--- src/rtl/w32_pkg.sv ---
// Shared types for the W32 primitive block: word type, ALU opcodes and
// the arbiter's state encoding.
package w32_pkg;

  typedef logic [31:0] w32_t;

  typedef enum logic [1:0] {
    OP_ADD = 2'd0,
    OP_AND = 2'd1,
    OP_XOR = 2'd2,
    OP_NOT = 2'd3
  } w32_op_e;

  typedef enum logic {
    ST_IDLE = 1'b0,
    ST_RESP = 1'b1
  } arb_state_e;

endpackage

--- src/rtl/w32_alu.sv ---
// Combinational 32-bit word ALU: ADD (carry dropped), AND, XOR, NOT.
module w32_alu
  import w32_pkg::*;
(
  input  w32_op_e op_i,
  input  w32_t    a_i,
  input  w32_t    b_i,
  output w32_t    result_o
);

  always_comb begin
    // NOTE: a default before the case keeps every path assigned, so no latch is inferred.
    result_o = '0;
    unique case (op_i)
      OP_ADD: result_o = a_i + b_i;
      OP_AND: result_o = a_i & b_i;
      OP_XOR: result_o = a_i ^ b_i;
      OP_NOT: result_o = ~a_i;
    endcase
  end

endmodule

--- src/rtl/w32_alu_arbiter.sv ---
// Round-robin arbiter sharing one w32_alu among NUM_REQ requesters, with a
// single registered result held until its owner accepts it.
module w32_alu_arbiter
  import w32_pkg::*;
#(
  parameter int NUM_REQ = 4,
  parameter int ID_W    = $clog2(NUM_REQ),
  parameter int CNT_W   = 16
) (
  input  logic                  clk,
  input  logic                  rst_n,
  input  logic [NUM_REQ-1:0]    req_valid,
  output logic [NUM_REQ-1:0]    req_ready,
  input  logic [2*NUM_REQ-1:0]  req_op,
  input  logic [32*NUM_REQ-1:0] req_a,
  input  logic [32*NUM_REQ-1:0] req_b,
  output logic [NUM_REQ-1:0]    resp_valid,
  input  logic [NUM_REQ-1:0]    resp_ready,
  output logic [31:0]           resp_data,
  output logic [ID_W-1:0]       resp_id,
  output logic                  busy,
  output logic [CNT_W-1:0]      op_count
);

  arb_state_e       state_q, state_d;
  w32_t             resp_data_q, resp_data_d;
  logic [ID_W-1:0]  resp_id_q, resp_id_d;
  logic [ID_W-1:0]  rr_ptr_q, rr_ptr_d;
  logic [CNT_W-1:0] op_count_q, op_count_d;

  logic             can_accept, resp_done, grant;
  logic [ID_W-1:0]  winner;
  logic [ID_W:0]    pick;
  w32_op_e          op_sel;
  w32_t             a_sel, b_sel, alu_result;

  // Returns {found, index}; scanning from the far end down lets the nearest
  // requester after ptr overwrite the others.
  function automatic logic [ID_W:0] rr_pick(input logic [NUM_REQ-1:0] valid,
                                            input logic [ID_W-1:0]    ptr);
    logic [ID_W:0] sel;
    int            idx;
    sel = '0;
    for (int k = NUM_REQ; k >= 1; k--) begin
      idx = (int'(ptr) + k) % NUM_REQ;
      if (valid[idx]) sel = {1'b1, ID_W'(idx)};
    end
    return sel;
  endfunction

  assign resp_done  = (state_q == ST_RESP) && resp_ready[resp_id_q];
  assign can_accept = (state_q == ST_IDLE) || resp_done;
  assign pick       = rr_pick(req_valid, rr_ptr_q);
  assign winner     = pick[ID_W-1:0];
  assign grant      = can_accept && pick[ID_W];

  always_comb begin
    op_sel = OP_ADD;
    a_sel  = '0;
    b_sel  = '0;
    for (int i = 0; i < NUM_REQ; i++) begin
      if (ID_W'(i) == winner) begin
        op_sel = w32_op_e'(req_op[2*i +: 2]);
        a_sel  = req_a[32*i +: 32];
        b_sel  = req_b[32*i +: 32];
      end
    end
  end

  w32_alu u_alu (
    .op_i     (op_sel),
    .a_i      (a_sel),
    .b_i      (b_sel),
    .result_o (alu_result)
  );

  always_comb begin
    state_d     = state_q;
    resp_data_d = resp_data_q;
    resp_id_d   = resp_id_q;
    rr_ptr_d    = rr_ptr_q;
    op_count_d  = op_count_q;
    if (resp_done) begin
      op_count_d = op_count_q + CNT_W'(1);
      state_d    = ST_IDLE;
    end
    // A grant in the completing cycle reloads immediately, giving back-to-back results.
    if (grant) begin
      state_d     = ST_RESP;
      resp_data_d = alu_result;
      resp_id_d   = winner;
      rr_ptr_d    = winner;
    end
  end

  always_ff @(posedge clk or negedge rst_n) begin
    if (!rst_n) begin
      state_q     <= ST_IDLE;
      resp_data_q <= '0;
      resp_id_q   <= '0;
      rr_ptr_q    <= ID_W'(NUM_REQ - 1);
      op_count_q  <= '0;
    end else begin
      // NOTE: non-blocking assignments so every register samples pre-edge values.
      state_q     <= state_d;
      resp_data_q <= resp_data_d;
      resp_id_q   <= resp_id_d;
      rr_ptr_q    <= rr_ptr_d;
      op_count_q  <= op_count_d;
    end
  end

  assign req_ready  = grant ? (NUM_REQ'(1) << winner) : '0;
  assign busy       = (state_q == ST_RESP);
  assign resp_valid = busy ? (NUM_REQ'(1) << resp_id_q) : '0;
  assign resp_data  = resp_data_q;
  assign resp_id    = resp_id_q;
  assign op_count   = op_count_q;

endmodule

--- config.mk ---
export PLATFORM = sky130hd
export DESIGN_NAME = w32_alu_arbiter
export DESIGN_NICKNAME = d
export VERILOG_FILES = /design/src/rtl/w32_pkg.sv /design/src/rtl/w32_alu.sv /design/src/rtl/w32_alu_arbiter.sv
export SDC_FILE = /design/constraint.sdc
export NUM_CORES = 1
export LEC_CHECK = 0
export CORE_ASPECT_RATIO = 1.25
export CORE_MARGIN = 5
export CORE_UTILIZATION = 41
export CTS_CLUSTER_DIAMETER = 80
export DETAILED_ROUTE_END_ITERATION = 10
export PLACE_DENSITY = 0.83
export SKIP_CTS_REPAIR_TIMING = 1
export SYNTH_ARGS = -nofsm -noshare
export SYNTH_HDL_FRONTEND = slang
export SYNTH_SLANG_ARGS = --single-unit
--- constraint.sdc ---
create_clock -name clk -period 5.2 [get_ports clk]
set_input_delay 1.56 -clock clk [delete_from_list [all_inputs] [get_ports clk]]
set_output_delay 1.56 -clock clk [all_outputs]
set_load 0.1 [all_outputs]
## Yosys cells after proc, flatten, opt, wreduce, memory -nomap -nowiden

Cells that the tools add are included.
Widths: inputs -> output; s select.

- Logic and storage cells: 77
- Output and inout bits: 59
- Input bits: 274
- Flip-flop bits (word level): 53

- Shift-type cells: 2
- Eq/ne operators: 6
- Reduce and logical (&&, ||, !) cells: 10
- Order comparisons: 5
- Add/sub/neg operators: 6
- Mux-type cells: 35
- Bitwise operators: 8

Operator list:

| kind | count |
|---|---|
| $mux 32 | 8 |
| $pmux 32 s4 | 1 |
| $add 32x32->32 | 1 |
| $and 32x32->32 | 1 |
| $not 32->32 | 1 |
| $xor 32x32->32 | 1 |
| $add 16x1->16 const B | 1 |
| $lt 3x4->1 const B | 4 |
| $mux 3 | 4 |
| $mux 1 | 11 |
| $bmux 1 s2 | 5 |
| $mux 2 | 4 |
| $mux 4 | 2 |
| $reduce_or 2->1 | 4 |
| $shl 1x2->4 const A | 2 |
| $add 2x1->2 const B | 2 |
| $add 2x2->2 const B | 2 |
| $and 1x1->1 const A | 4 |
| $eq 2x2->1 const A | 2 |
| $eq 2x2->1 const B | 2 |
| $logic_not 2->1 | 2 |
| $lt 2x3->1 const B | 1 |
| $eq 1x2->1 const A | 1 |
| $eq 2x1->1 const B | 1 |
| 4 further kinds | 5 |

## Depth between registers and ports, before layout

Gate-level depths: netlist (run 1).

- Depth after elaboration: 17
- Mapped depth: 22

## Hierarchy

From an unflattened synthesis (run 1), not the netlist that was laid out.

- Cell total of the unflattened synthesis: 813
- Area, all modules: 7,143.1 µm²

By module, submodules not included:

| module | cells an instance | area an instance (µm²) | instances |
|---|---|---|---|
| w32_alu_arbiter | 384 | 4,385.5 | 1 |
| w32_alu | 429 | 2,757.6 | 1 |

## Worst setup path after synthesis (run 1)

OpenSTA, ideal clock, no wires.

- Kind: input port to output port
- Start point: input req_valid[0]
- End point: output req_ready[2]
- Data arrival time: 4.191 ns
- Buffers on the path: 4
- Cell stages on the path: 8
- Setup slack: -0.551 ns
- Path through: inv_1 -> a22o_1 -> a211o_1 -> buf_2 -> buf_2 -> buf_2 -> buf_2 -> nor2_1

- Word-level cells in the longest chain between the ends: 9
- Elaborated cells on any way between the ends: 19

RTL lines:

| what | RTL line | text |
|---|---|---|
| start, declared | w32_alu_arbiter.sv:12 | `input logic [NUM_REQ-1:0] req_valid,` |
| $bmux 1 s2 | w32_alu_arbiter.sv:46 | `if (valid[idx]) sel = {1'b1, ID_W'(idx)};` |
| $mux 1 (not written as such) (2 in a row) | w32_alu_arbiter.sv:46 |  |
| $mux 3 (3 in a row) | w32_alu_arbiter.sv:46 |  |
| $mux 3 * | w32_alu_arbiter.sv:46 |  |
| $shl 1x2->4 or $logic_and 1x1->1 (tied branches) | w32_alu_arbiter.sv:113, w32_alu_arbiter.sv:55 |  |
| $mux 4 * | w32_alu_arbiter.sv:113 | `assign req_ready = grant ? (NUM_REQ'(1) << winner) : '0;` |
| end, declared | w32_alu_arbiter.sv:13 | `output logic [NUM_REQ-1:0] req_ready,` |

Mark *: on every way between the ends. The rest lies on a longest branch, timed or not. The select of a mux whose other input is x is not followed.

## Worst setup path in the final report (run 1)

- Start point: input req_valid[1]
- End point: output req_ready[0]

The elaborated chain is that of the path after synthesis.

==> results of run 1 <==
-- cell type report --
cell class | count | share of cell area
Antenna cell | 2 | 0.000424
Multi-Input combinational cell | 739 | 0.426
Tap cell | 208 | 0.0221
Inverter | 14 | 0.00446
Clock buffer | 5 | 0.0106
Clock inverter | 3 | 0.00223
Sequential cell | 53 | 0.113
Timing Repair Buffer | 516 | 0.421
-- power by group through the flow --
stage / clock network [mW] / registers, mW / logic (mW)
detailed placement: 0 / 0.748 / 7.83
finish: 0.356 / 0.745 / 8.69
global route: 0.374 / 0.767 / 9.26
floorplan: 0 / 1.84 / 3.80
CTS: 0.358 / 0.740 / 7.86
global placement: 0 / 0.739 / 7.70
-- through the flow --
stage,total power [mW],std cells,util,TNS [ns]
finish,9.79,1540,0.782,0
global route,10.4,1540,0.782,0
CTS,8.96,1515,0.740,-2.14
detailed placement,8.58,1507,0.730,-7.64
global placement,8.43,1507,0.730,-5.47
floorplan,5.64,870,-,-0.0854
-- metal layers --
layer	track usage	share of wire	vias to the layer above
met3	0.0577	0.093	77
met4	0.0796	0.036	2
met2	0.549	0.50	460
met5	0	0.00029	-
li1	-	-	4117
met1	0.374	0.37	4073
-- layout by cell type, fill, tap and decap left out, types with 5 or more instances in the layout --
cell	n
buf_12	11
a31oi_2	9
inv_1	14
nand3_1	14
o221ai_1	13
a21o_1	7
nand4_1	11
xnor2_1	24
a21oi_1	41
clkdlybuf4s50_1	323
a31oi_1	52
a211oi_2	6
clkbuf_16	10
o211ai_1	11
buf_4	163
nand2_1	175
o21ai_1	12
and2_1	56
mux2i_1	5
o21ai_0	25
a211oi_1	66
a21oi_2	10
and3_1	8
nor2_1	52
xor2_1	15
mux4_2	8
buf_6	6
dfrtp_1	51
or2_2	5
o21a_1	5
ha_1	28
-- state kept, by name, indices dropped and copies added, names as in the netlist --
name / count
resp_data: 32
op_count: 16
resp_id: 2
rr_ptr_q: 2
busy: 1
-- logic make-up after synthesis --
group,count (synthesis),synth area share
AOI/OAI and AO/OA,288,0.301
DFF,53,0.210
adders and majority gates,34,0.0683
buffers and inverters,78,0.0563
xor gates and xnor gates,39,0.0539
muxes,21,0.0515
and+or+nand+nor,357,0.259
-- worst min-delay path by stage --
stage / slack (ns) / cells after the start / end / start
2_1_floorplan: 0.48 / 2 / rr_ptr_q[0]$_DFFE_PN1P_ / rr_ptr_q[0]$_DFFE_PN1P_
6_report: 0.47 / 1 / op_count[15]$_DFFE_PN0P_ / op_count[15]$_DFFE_PN0P_
4_1_cts: 0.48 / 1 / op_count[15]$_DFFE_PN0P_ / op_count[15]$_DFFE_PN0P_
3_5_place_dp: 0.47 / 1 / op_count[15]$_DFFE_PN0P_ / op_count[15]$_DFFE_PN0P_
5_1_grt: 0.48 / 1 / op_count[15]$_DFFE_PN0P_ / op_count[15]$_DFFE_PN0P_
3_3_place_gp: 0.46 / 1 / op_count[15]$_DFFE_PN0P_ / op_count[15]$_DFFE_PN0P_
==> metrics.cfg, run 1 <==
[pwr]
power-per-cell-area_nw_per_um2 = 830
p_seq_frac = 0.076
combPwrFrac = 0.888
p_switching_mw = 5.29
vdd_drop_max_uv = 328
p_leak_nw = 4.86
clockPowerShare = 0.036
p_int_mw = 4.50
swShare = 0.540

[synthesis]
synth-seq-cells = 53
post-synth-top-area-fraction = 0.201
yosysWarnings = 0
yosys.cell_count.top_type = nand2_1
synth-async-reset-ratio = 1.00
syn_area_per_cell_um2 = 7.28
synth_edf_count = 0
syn_inst = 870
synth_area_um2 = 6340
synth_cell_types = 58
synthTopCellsByArea = dfrtp_1, nand2_1, a211oi_1
yosys.area.top_type = dfrtp_1
synthFlopType = dfrtp_1
seq_area_frac_synth = 0.210
synth.top_cells.by_count = nand2_1, a211oi_1, a31oi_1
synth_nets = 1178

[global_route]
grt_antenna_before_repair = 3
grt_pass1_vias = 8388
groute.usage.overall = 0.306
grt_pass1_wl_um = 44000
overflow = 0
grt_max_degree = 56

[worst_setup_path]
cp-start-kind = primary input
path_max_fanout = 10
cp-end-kind = output port
rr_endpoint = resp_data[27]$_DFFE_PN0P_
arrival_ns = 3.48
critPathSlowestCell = a211oi_4
rr_startpoint = rr_ptr_q[0]$_DFFE_PN1P_
crit_top_cell = buf_4
criticalPathCategory = in2out
cpPeakStageDelay_ns = 0.22
crit_end = req_ready[0]
reg2reg_depth = 19
required_ns = 3.64
path_cells = dlymetal6s2s_1 -> nor2_2 -> nor3_2 -> buf_4 -> a211oi_4 -> buf_6 -> buf_8 -> buf_4 -> buf_6 -> buf_4 -> and3_2 -> buf_12
ff2ff_setup_slack_ns = 1.10
cp.depth = 12
crit_buf_inv = 8
path_delay_family = buffers and inverters
crit_start = req_valid[1]

[floorplan]
initial_core_util = 0.420
die-area_um2 = 18100
die_x_um = 121
die-height_um = 149
num_rows = 50
io_pins = 333
core_area_um2 = 15100

[run]
maxCapViolCount = 0

[sta]
setup_ws_ns = 0.165
holdWs_ns = 0.468
hold_viol = 0
worst_clock_skew_ns = 0.0108
period_share = 0.968
rsz0062_at_grt = no
slew_headroom = 0.300
maxSlewViolCount = 0
final.min_clock_period_ns = 5.04
worstMarginPinSlew_ns = 1.05
finalSetupViolCount = 0
max_freq_mhz = 199

[final_layout]
multi_input_area_um2 = 5020
syn_to_final_growth_pct = 86.1
regArea_um2 = 1330
final_cell_area_um2 = 11800
nFillCells = 1027
drive_above_1_share = 0.214
final_nets = 1637

[detailed_routing]
route.detailed.drc = 0
drt-total-wl_um = 31100
num_vias = 8729
post_drt_via_cell_ratio = 5.67
ant_nets = 0
dr.pass1.iters = 5
wire_per_inst_um = 20.2
drtIter0Drc = 673

[clock_tree]
cts.sinks = 53
cts.path.max_buffers = 2
cts.clk_slew.worst_paths_ns = 0.07
insertion_delay_ns = 0.31
numCtsBuffers = 5
htreeDepth = 2
cts-root-buf = clkbuf_16
cts_tree = yes

[placed_design]
dp_slack_ns = -0.583
dp_hpwl_um = 24200
port_buffers = 332
gp_congestion = 0.956
dpl_cell_area_um2 = 11000

[min_path]
worstHoldPathType = reg2reg

[status]
status = finished, final reports clean

Power figures use the tool's default switching activity.
==> run 2, diff against run 1 <==
--- a/config.mk
+++ b/config.mk
@@ -5,12 +5,14 @@
 export SDC_FILE = /design/constraint.sdc
 export NUM_CORES = 1
 export LEC_CHECK = 0
+export CELL_PAD_IN_SITES_DETAIL_PLACEMENT = 0
+export CELL_PAD_IN_SITES_GLOBAL_PLACEMENT = 1
 export CORE_ASPECT_RATIO = 1.25
 export CORE_MARGIN = 5
-export CORE_UTILIZATION = 41
+export CORE_UTILIZATION = 28
 export CTS_CLUSTER_DIAMETER = 80
 export DETAILED_ROUTE_END_ITERATION = 10
-export PLACE_DENSITY = 0.83
+export PLACE_DENSITY_LB_ADDON = 0.1
 export SKIP_CTS_REPAIR_TIMING = 1
 export SYNTH_ARGS = -nofsm -noshare
 export SYNTH_HDL_FRONTEND = slang
==> run 2 against run 1 <==
  * Core utilization decreased by 24 points
  * Clock power about the same
  * Final cell count increased by 6.0%
  * Largest cell class unchanged
==> metrics.cfg, run 2 (synthesis results as in run 1) <==
[floorplan]
die_x_um = 145  ; +19%
core_area_um2 = 22300  ; +48%
num_rows = 61  ; +22%
die-area_um2 = 25800  ; +43%
io_pins = 333  ; unchanged
initial_core_util = 0.284  ; -0.136
die-height_um = 178  ; +20%

[min_path]
worstHoldPathType = reg2reg
hold_path_end = op_count[15]$_DFFE_PN0P_
hp-start = op_count[15]$_DFFE_PN0P_
holdPathStages = 1  ; unchanged

[global_route]
grt_pass1_vias = 8507  ; +1.4%
overflow = 0  ; unchanged
grt_max_degree = 53  ; -5.4%
groute.usage.overall = 0.238  ; -0.0679
grt_antenna_before_repair = 1  ; -2
grt_pass1_wl_um = 47500  ; +7.9%

[clock_tree]
insertion_delay_ns = 0.30  ; about the same
numCtsBuffers = 5  ; unchanged
cts.sinks = 53  ; unchanged
cts_tree = yes
htreeDepth = 2  ; unchanged
cts-root-buf = clkbuf_16
cts.path.max_buffers = 2  ; unchanged
cts.clk_slew.worst_paths_ns = 0.08  ; about the same

[detailed_routing]
route.detailed.drc = 0  ; unchanged
drtIter0Drc = 488  ; -27%
dr.pass1.iters = 5  ; unchanged
post_drt_via_cell_ratio = 5.20  ; -8.3%
ant_nets = 0  ; unchanged
drt-total-wl_um = 33400  ; +7.5%
num_vias = 8482  ; -2.8%
wire_per_inst_um = 20.5  ; +1.4%

[placed_design]
dp.cells = 1609  ; +6.8%
dp_hpwl_um = 27300  ; +13%
gp_congestion = 0.917  ; -4.1%
port_buffers = 332  ; unchanged

[sta]
slew_headroom = 0.271  ; -0.0291
finalSetupViolCount = 0  ; unchanged
period_share = 0.965  ; -0.00296
rsz0062_at_grt = no
maxSlewViolCount = 0  ; unchanged
worstMarginPinSlew_ns = 1.09  ; +0.0435 ns
hold_viol = 0  ; unchanged
worst_clock_skew_ns = 0.00821  ; -0.00254 ns
max_freq_mhz = 199  ; +0.31%
final.min_clock_period_ns = 5.02  ; -0.0154 ns

[final_layout]
final_common_cell = clkdlybuf4s50_1
largest_register_ffs = 32  ; unchanged
n_antenna_cell = 0  ; -2
syn_to_final_growth_pct = 91.6
mostFrequentLayoutCells = clkdlybuf4s50_1, buf_4, nand2_1, and2_1, nor2_1
final_util = 0.545  ; -0.237
drive_above_1_share = 0.235  ; +0.0215
final_nets = 1656  ; +1.2%
final_cells = 1632  ; +6.0%

[pwr]
p_int_mw = 4.71  ; +4.7%
swShare = 0.532  ; -0.00814
p_leak_nw = 4.98  ; +2.4%
power-per-cell-area_nw_per_um2 = 829  ; -0.12%
p_seq_frac = 0.073  ; -0.003
combPwrFrac = 0.891  ; +0.003
p_switching_mw = 5.36  ; +1.3%
clockPowerShare = 0.035  ; about the same
vdd_drop_max_uv = 528  ; +61%

[worst_setup_path]
rr_endpoint = resp_data[24]$_DFFE_PN0P_
cp-end-kind = flip-flop
ff2ff_setup_slack_ns = 1.14  ; +0.04 ns
rr_startpoint = rr_ptr_q[0]$_DFFE_PN1P_
crit_start = req_valid[1]
required_ns = 5.38  ; +1.74 ns
path_max_fanout = 10  ; unchanged
reg2reg_depth = 19  ; unchanged
criticalPathCategory = in2reg
cp-start-kind = primary input
arrival_ns = 5.20  ; +1.72 ns

[run]
maxCapViolCount = 0  ; unchanged

[status]
status = finished, final reports clean

## run 2: cell types whose count changed in the layout (fill, tap and decap cells not counted), moves of 3 or more
cell | before | now
a211oi_1 | 66 | 52
buf_4 | 163 | 180
ha_1 | 28 | 24
a211oi_2 | 6 | 18
ha_4 | 3 | 7
buf_12 | 11 | 15
mux2i_1 | 5 | 8
mux2i_2 | 3 | 0
## run 2: worst max path at each step
| stage | to | cells after the start |
|---|---|---|
| 3_3_place_gp | resp_data[30]$_DFFE_PN0P_ | 20 |
| 4_1_cts | resp_data[24]$_DFFE_PN0P_ | 19 |
| 5_1_grt | resp_data[24]$_DFFE_PN0P_ | 22 |
| 2_1_floorplan | req_ready[2] | 8 |
| 6_report | resp_data[31]$_DFFE_PN0P_ | 22 |
| 3_5_place_dp | resp_data[24]$_DFFE_PN0P_ | 19 |
## run 2: routing by layer
layer	GRT usage	up-vias	wire, um
li1	-	4131	-
met1	0.307	3997	13700
met2	0.411	312	16600
met3	0.0459	40	2390
met4	0.0482	2	684
met5	0	-	12
## run 2: worst max-delay path, cell delays in order
cell and delay (ns):
dlymetal6s2s_1 0.15, buf_4 0.15, nand2b_1 0.10, a21oi_2 0.09
buf_4 0.14, a211o_4 0.31, buf_12 0.17, buf_4 0.17
buf_4 0.16, a211oi_1 0.23, a31oi_1 0.08, buf_4 0.15
ha_1 0.31, a21oi_1 0.27, a21oi_1 0.11, o21a_1 0.20
nand4_1 0.09, nand2_1 0.08, a31o_2 0.24, a21oi_2 0.14
xor2_1 0.16, o211ai_1 0.11
## run 2: cell type report
| class | instances | area (um2) |
|---|---|---|
| clock buffer | 5 | 125 |
| inverter | 14 | 52.6 |
| multi-input combinational | 739 | 5140 |
| timing repair buffer | 535 | 5120 |
| fill | 2175 | 10100 |
| clock inverter | 3 | 21.3 |
| sequential | 53 | 1330 |
| tap | 283 | 354 |
## run 2: power groups by stage
stage	sequential, mW	combinational, mW	clock, mW
6_report	0.739	8.98	0.354
5_1_grt	0.764	9.63	0.376
4_1_cts	0.742	8.20	0.363
3_5_place_dp	0.749	8.17	0
3_3_place_gp	0.744	8.14	0
2_1_floorplan	1.84	3.80	0
## run 2: metrics by stage
stage | cell area, um2 | setup TNS (ns) | hold WS (ns) | setup WS [ns] | power, mW
final | 12100 | 0 | 0.470 | 0.180 | 10.1
after global routing | 12100 | 0 | 0.495 | 0.0200 | 10.8
after CTS | 11500 | -5.00 | 0.478 | -0.415 | 9.30
after detailed placement | 11300 | -12.09 | 0.463 | -0.721 | 8.92
after global placement | 11300 | -10.65 | 0.461 | -0.632 | 8.88
after floorplan | 6390 | -0.0854 | 0.480 | -0.0343 | 5.64
